## src/rtl/uart_rx_core.sv

```systemverilog
// UART receiver core: 16x oversampled, majority-voted bit recovery into a
// one-entry holding register with parity/frame/overrun status.
module uart_rx_core #(
    parameter int CLK_FREQ_HZ = 100_000_000,
    parameter int OVS         = 16
) (
    input  logic        clk,
    input  logic        arst_n,
    input  logic        rx,
    input  logic        cfg_active,
    input  logic [1:0]  cfg_frame_size,
    input  logic [1:0]  cfg_parity,
    input  logic        cfg_stop2,
    input  logic [3:0]  cfg_baud_sel,
    input  logic        rx_ack,
    input  logic        err_clr,
    output logic [7:0]  rx_data,
    output logic        rx_valid,
    output logic        parity_err,
    output logic        frame_err,
    output logic        overrun,
    output logic        rx_busy,
    output logic [11:0] st_rdata
);

    typedef enum logic [2:0] {
        IDLE      = 3'd0,
        START     = 3'd1,
        DATA      = 3'd2,
        PARITY    = 3'd3,
        STOP1     = 3'd4,
        STOP2     = 3'd5,
        WAIT_IDLE = 3'd6
    } state_t;

    function automatic logic [31:0] calc_div(input int baud);
        int d;
        d = CLK_FREQ_HZ / (OVS * baud);
        return (d < 1) ? 32'd1 : 32'(d);
    endfunction

    function automatic logic maj3(input logic a, input logic b, input logic c);
        return (a & b) | (a & c) | (b & c);
    endfunction

    function automatic logic xor8(input logic [7:0] d);
        return ^d;
    endfunction

    localparam logic [31:0] DIV_TAB [16] = '{
        calc_div(300),    calc_div(600),    calc_div(1200),   calc_div(2400),
        calc_div(4800),   calc_div(9600),   calc_div(14400),  calc_div(19200),
        calc_div(28800),  calc_div(38400),  calc_div(57600),  calc_div(115200),
        calc_div(230400), calc_div(460800), calc_div(921600), calc_div(115200)
    };

    logic        rx_meta_r, rx_sync_r, rx_prev_r;
    state_t      state_r;
    logic        busy_r;
    logic [31:0] tick_cnt_r;
    logic [3:0]  phase_r;
    logic [2:0]  bit_cnt_r;
    logic [7:0]  shreg_r;
    logic        s7_r, s8_r;
    logic        pe_r, fe_r;
    logic [1:0]  fs_r, par_r;
    logic        stop2_r;
    logic [3:0]  baud_r;
    logic [7:0]  data_r;
    logic        valid_r, perr_r, ferr_r, ovr_r;

    logic [31:0] div_s;
    logic        tick_s, mid_s, bit_s, final_s, load_s;
    logic        frame_fe_s, par_en_s, last_bit_s;
    logic [7:0]  load_data_s;

    assign div_s       = DIV_TAB[baud_r];
    assign tick_s      = (state_r != IDLE) && (state_r != WAIT_IDLE) && (tick_cnt_r == div_s - 32'd1);
    assign mid_s       = tick_s && (phase_r == 4'd9);
    assign bit_s       = maj3(s7_r, s8_r, rx_sync_r);
    assign final_s     = mid_s && (((state_r == STOP1) && !stop2_r) || (state_r == STOP2));
    assign load_s      = final_s && cfg_active;
    assign frame_fe_s  = fe_r | ~bit_s;
    assign par_en_s    = (par_r == 2'b01) || (par_r == 2'b10);
    assign last_bit_s  = (bit_cnt_r == (3'd4 + {1'b0, fs_r}));
    // Bits arrive LSB first into the top of shreg_r; short frames are right-justified here.
    assign load_data_s = shreg_r >> (2'd3 - fs_r);

    // Two-flop synchroniser plus previous-sample register for edge detection
    always_ff @(posedge clk or negedge arst_n) begin
        if (!arst_n) begin
            rx_meta_r <= 1'b1;
            rx_sync_r <= 1'b1;
            rx_prev_r <= 1'b1;
        end else begin
            rx_meta_r <= rx;
            rx_sync_r <= rx_meta_r;
            rx_prev_r <= rx_sync_r;
        end
    end

    // Receive FSM with oversampling counters and per-frame configuration latch
    always_ff @(posedge clk or negedge arst_n) begin
        if (!arst_n) begin
            state_r    <= IDLE;
            busy_r     <= 1'b0;
            tick_cnt_r <= 32'd0;
            phase_r    <= 4'd0;
            bit_cnt_r  <= 3'd0;
            shreg_r    <= 8'd0;
            s7_r       <= 1'b1;
            s8_r       <= 1'b1;
            pe_r       <= 1'b0;
            fe_r       <= 1'b0;
            fs_r       <= 2'd0;
            par_r      <= 2'd0;
            stop2_r    <= 1'b0;
            baud_r     <= 4'd0;
        end else if (!cfg_active) begin
            state_r    <= IDLE;
            busy_r     <= 1'b0;
            tick_cnt_r <= 32'd0;
            phase_r    <= 4'd0;
            bit_cnt_r  <= 3'd0;
        end else begin
            case (state_r)
                IDLE: begin
                    tick_cnt_r <= 32'd0;
                    phase_r    <= 4'd0;
                    if (rx_prev_r && !rx_sync_r) begin
                        state_r   <= START;
                        busy_r    <= 1'b1;
                        bit_cnt_r <= 3'd0;
                        shreg_r   <= 8'd0;
                        pe_r      <= 1'b0;
                        fe_r      <= 1'b0;
                        fs_r      <= cfg_frame_size;
                        par_r     <= cfg_parity;
                        stop2_r   <= cfg_stop2;
                        baud_r    <= cfg_baud_sel;
                    end else begin
                        state_r <= IDLE;
                    end
                end
                WAIT_IDLE: begin
                    if (rx_sync_r) begin
                        state_r <= IDLE;
                        busy_r  <= 1'b0;
                    end else begin
                        state_r <= WAIT_IDLE;
                    end
                end
                default: begin
                    if (tick_s) begin
                        tick_cnt_r <= 32'd0;
                        phase_r    <= phase_r + 4'd1;
                        if (phase_r == 4'd7) s7_r <= rx_sync_r;
                        if (phase_r == 4'd8) s8_r <= rx_sync_r;
                    end else begin
                        tick_cnt_r <= tick_cnt_r + 32'd1;
                    end
                    if (mid_s) begin
                        case (state_r)
                            START: begin
                                if (bit_s) begin
                                    state_r <= IDLE;
                                    busy_r  <= 1'b0;
                                end else begin
                                    state_r <= DATA;
                                end
                            end
                            DATA: begin
                                shreg_r   <= {bit_s, shreg_r[7:1]};
                                bit_cnt_r <= bit_cnt_r + 3'd1;
                                if (last_bit_s) state_r <= par_en_s ? PARITY : STOP1;
                            end
                            PARITY: begin
                                pe_r    <= xor8(shreg_r) ^ bit_s ^ (par_r == 2'b10);
                                state_r <= STOP1;
                            end
                            STOP1, STOP2: begin
                                fe_r <= frame_fe_s;
                                if ((state_r == STOP1) && stop2_r) begin
                                    state_r <= STOP2;
                                end else if (frame_fe_s) begin
                                    state_r <= WAIT_IDLE;
                                end else begin
                                    state_r <= IDLE;
                                    busy_r  <= 1'b0;
                                end
                            end
                            default: begin
                                state_r <= IDLE;
                                busy_r  <= 1'b0;
                            end
                        endcase
                    end
                end
            endcase
        end
    end

    // Holding register, per-frame error flags and sticky overrun
    always_ff @(posedge clk or negedge arst_n) begin
        if (!arst_n) begin
            data_r  <= 8'd0;
            valid_r <= 1'b0;
            perr_r  <= 1'b0;
            ferr_r  <= 1'b0;
            ovr_r   <= 1'b0;
        end else begin
            if (load_s) begin
                data_r  <= load_data_s;
                perr_r  <= pe_r;
                ferr_r  <= frame_fe_s;
                valid_r <= 1'b1;
            end else if (rx_ack) begin
                valid_r <= 1'b0;
            end
            if (load_s && valid_r && !rx_ack) begin
                ovr_r <= 1'b1;
            end else if (err_clr) begin
                ovr_r <= 1'b0;
            end
        end
    end

    assign rx_data    = data_r;
    assign rx_valid   = valid_r;
    assign parity_err = perr_r;
    assign frame_err  = ferr_r;
    assign overrun    = ovr_r;
    assign rx_busy    = busy_r;
    assign st_rdata   = {data_r, busy_r, ovr_r, ferr_r, perr_r};

endmodule
```

## config.mk

```make
export PLATFORM = sky130hd
export DESIGN_NAME = uart_rx_core
export DESIGN_NICKNAME = d
export VERILOG_FILES = /design/src/rtl/uart_rx_core.sv
export SDC_FILE = /design/constraint.sdc
export NUM_CORES = 1
export LEC_CHECK = 0
export ABC_AREA = 1
export ABC_CLOCK_PERIOD_IN_PS = 9500
export BUFFER_PORTS_ARGS = -buffer_cell sky130_fd_sc_hd__buf_2
export CORE_UTILIZATION = 63
export CTS_CLUSTER_SIZE = 12
export DETAILED_ROUTE_END_ITERATION = 10
export MAX_ROUTING_LAYER = met4
export PLACE_DENSITY_LB_ADDON = 0.2
export SYNTH_ARGS = -nofsm -noshare
export SYNTH_HDL_FRONTEND = slang
export SYNTH_SLANG_ARGS = --single-unit
```

## constraint.sdc

```tcl
create_clock -name clk -period 9.5 [get_ports clk]
set_input_delay 0.475 -clock clk [delete_from_list [all_inputs] [get_ports clk]]
set_output_delay 0.475 -clock clk [all_outputs]
set_load 0.01 [all_outputs]
```

==> results.ini <==
[logic_synthesis]
syn-num-nets = 917
ys_seq_area_share_pct = 31.8
yosys_warnings = 0
synth_seq_cells = 79
synth.cell_area_um2 = 6240
synth_cell_type_count = 50
synth_cells = 886
syn_avg_cell_area_um2 = 7.04

[sta]
drv_slew = 0
hold_slack_ps = 209
finalHoldViolations = 0
finalCritPeriodShare_pct = 45.5
fin_ws_ps = 5180
slew-limit-headroom_pct = 26.1
worst_pin_slew_ps = 1100
min_period_ps = 4320
fmax_ghz = 0.231
setup_viol = 0
setup_tns_ps = 0
rsz0062_at_grt = no
finClkSkew_ps = 11.5

[run]
cap_violations = 0

[hold_path]
hp-class = in2reg

[grt]
grt_overflow = 0
gr-usage-all-layers_pct = 33.8
grt_pass1_vias = 5461
grt_pass1_wl_um = 26200
grt_max_degree = 80
antenna_found_initial = 0

[route]
initialDrtViolationCount = 391
wire_per_inst_um = 15.2
firstDrtPassIters = 5
ant_nets = 0
drc = 0
num_vias = 5857
avgViaCountPerCell = 5.66
wirelength_um = 15800

[setup_path]
end_kind = register
cp.arrival_ps = 4570
critPathLaunchType = register
worst-setup-path-type = reg2reg
path_common_cell = nand2_1
crit_required_ps = 9750
cpPeakStageDelay_ps = 460
critPathMaxFanout = 16
slowest_stage = dfrtp_1

[clocking]
clk_path_buf_depth = 2
clkLatencyLatePin_ps = 360
hold_buffers = 0
cts_resized = 0
h-tree-depth = 3
cts.sinks = 79
path_clk_slew_ps = 90
cts_buffers = 9
cts-root-buf = clkbuf_8
cts_tree = built
cts_setup_buffers = 0

[die]
dieArea_um2 = 10300
rows = 35
die_h_um = 102
die_w_um = 102
num_io_pins = 40
coreArea_um2 = 9420
initial_core_util_pct = 66.3

[cells_and_area]
nets = 932
drive_gt1_share_pct = 17.3
diodes = 0
final_cell_count_no_fill = 1035
postLayoutCoreUtil_pct = 69.4
final_cell_area_um2 = 6540
syn_to_final_growth_pct = 4.75

[power]
finalPower_mw = 1.72
p_leak_nw = 3.16
powerDensity_nw_per_um2 = 264
ir_drop_mv = 0.147

[placement]
place_ws_ps = 5230
dpl-instance-area_um2 = 6320
numPortBuffers = 39
dp.cells = 1019
hpwlAfterDp_um = 12200
place_congestion = 1.01

[status]
status = finished, final reports clean

## worst max-delay path: cells and delay by family, from the launching register on
family,cells,cell delay [ps]
simple gates,20,2430
fa+ha+maj,3,700
flops,1,460
buf+inv,4,460
compound gates,2,150
## placed cells by master, fill, tap and decap left out, types with 22 or more instances in the layout
| cell | netlist | layout |
|---|---|---|
| nand2_1 | 255 | 255 |
| nor2_1 | 88 | 88 |
| inv_1 | 86 | 86 |
| nand3_1 | 74 | 74 |
| dfrtp_1 | 74 | 74 |
| buf_2 | 2 | 38 |
| o21ai_0 | 36 | 36 |
| nor3_1 | 27 | 26 |
| xor2_1 | 23 | 23 |
| o21ai_2 | 23 | 23 |
| nand2_2 | 22 | 22 |
| a21oi_1 | 22 | 22 |
## cell usage after synthesis, drive strengths merged
library cell,instances,area [um2]
a211oi,2,25.0
a21oi,24,128
a31oi,2,12.5
buf,29,258
clkbuf,6,22.5
dfrtp,74,1850
dfstp,5,131
ha,16,200
inv,97,372
mux2i,3,30.0
nand2,280,1130
nand3,78,418
nand3b,4,30.0
nand4,17,113
nor2,96,432
nor3,32,191
nor3b,7,82.6
nor4,2,12.5
o211ai,2,15.0
o21a,2,15.0
o21ai,63,402
o21bai,2,15.0
o22ai,3,25.0
o31ai,1,7.51
o32ai,1,8.76
or2,8,52.6
xnor2,7,61.3
xor2,23,201
## registers in the layout, summed over array words and instances (netlist names)
name,flops
tick_cnt_r,32
rx_data,8
shreg_r,8
baud_r,4
phase_r,4
bit_cnt_r,3
state_r,3
fs_r,2
par_r,2
fe_r,1
frame_err,1
overrun,1
parity_err,1
pe_r,1
rx_busy,1
rx_meta_r,1
rx_prev_r,1
rx_sync_r,1
rx_valid,1
s7_r,1
s8_r,1
stop2_r,1
## area by class of cell
| cell class | count | area, um2 |
|---|---|---|
| inverters | 97 | 372 |
| repair buffers | 39 | 198 |
| well taps | 129 | 161 |
| fillers | 810 | 2880 |
| clock buffers | 10 | 138 |
| flip-flops and latches | 79 | 1980 |
| clock inverters | 6 | 75.1 |
| multi-input cells | 675 | 3610 |
## report_power, final
group	internal (mW)	total (mW)	switching [mW]
Combinational	0.308	1.02	0.713
Sequential	0.372	0.434	0.0624
Clock	0.133	0.268	0.135
## cell families (layout without fill, tap and decap cells)
| family | count (synthesis) | in the layout | share of synthesized area [%] |
|---|---|---|---|
| fa+ha+maj | 16 | 16 | 3.21 |
| mux | 3 | 3 | 0.481 |
| buf+inv | 132 | 152 | 10.4 |
| simple gates | 524 | 524 | 39.4 |
| compound gates | 102 | 102 | 10.5 |
| flops | 79 | 79 | 31.8 |
| xor+xnor | 30 | 30 | 4.21 |
## worst paths after layout
path                            from  depth (start not counted)  slack [ps]             end
max reg2reg                baud_r[0]                         29        5180      shreg_r[3]
max in group asynchronous     arst_n                          1        8600  tick_cnt_r[27]
min                               rx                          1         210       rx_meta_r
max                        baud_r[0]                         29        5180      shreg_r[3]
min reg2reg                rx_meta_r                          0         370       rx_sync_r
min in group asynchronous     arst_n                          1         270        par_r[1]
## per-layer routing
metal / share of wire (%) / routed length [um] / global-route usage (%) / vias up
met4: 2.5 / 396 / 12.4 / 0
met5: 0 / 0 / - / -
met2: 47 / 7380 / 52.8 / 217
met3: 6.9 / 1090 / 4.62 / 35
li1: - / - / - / 2877
met1: 44 / 6900 / 44.9 / 2728
No activity file was read; power rests on OpenSTA's default activity.
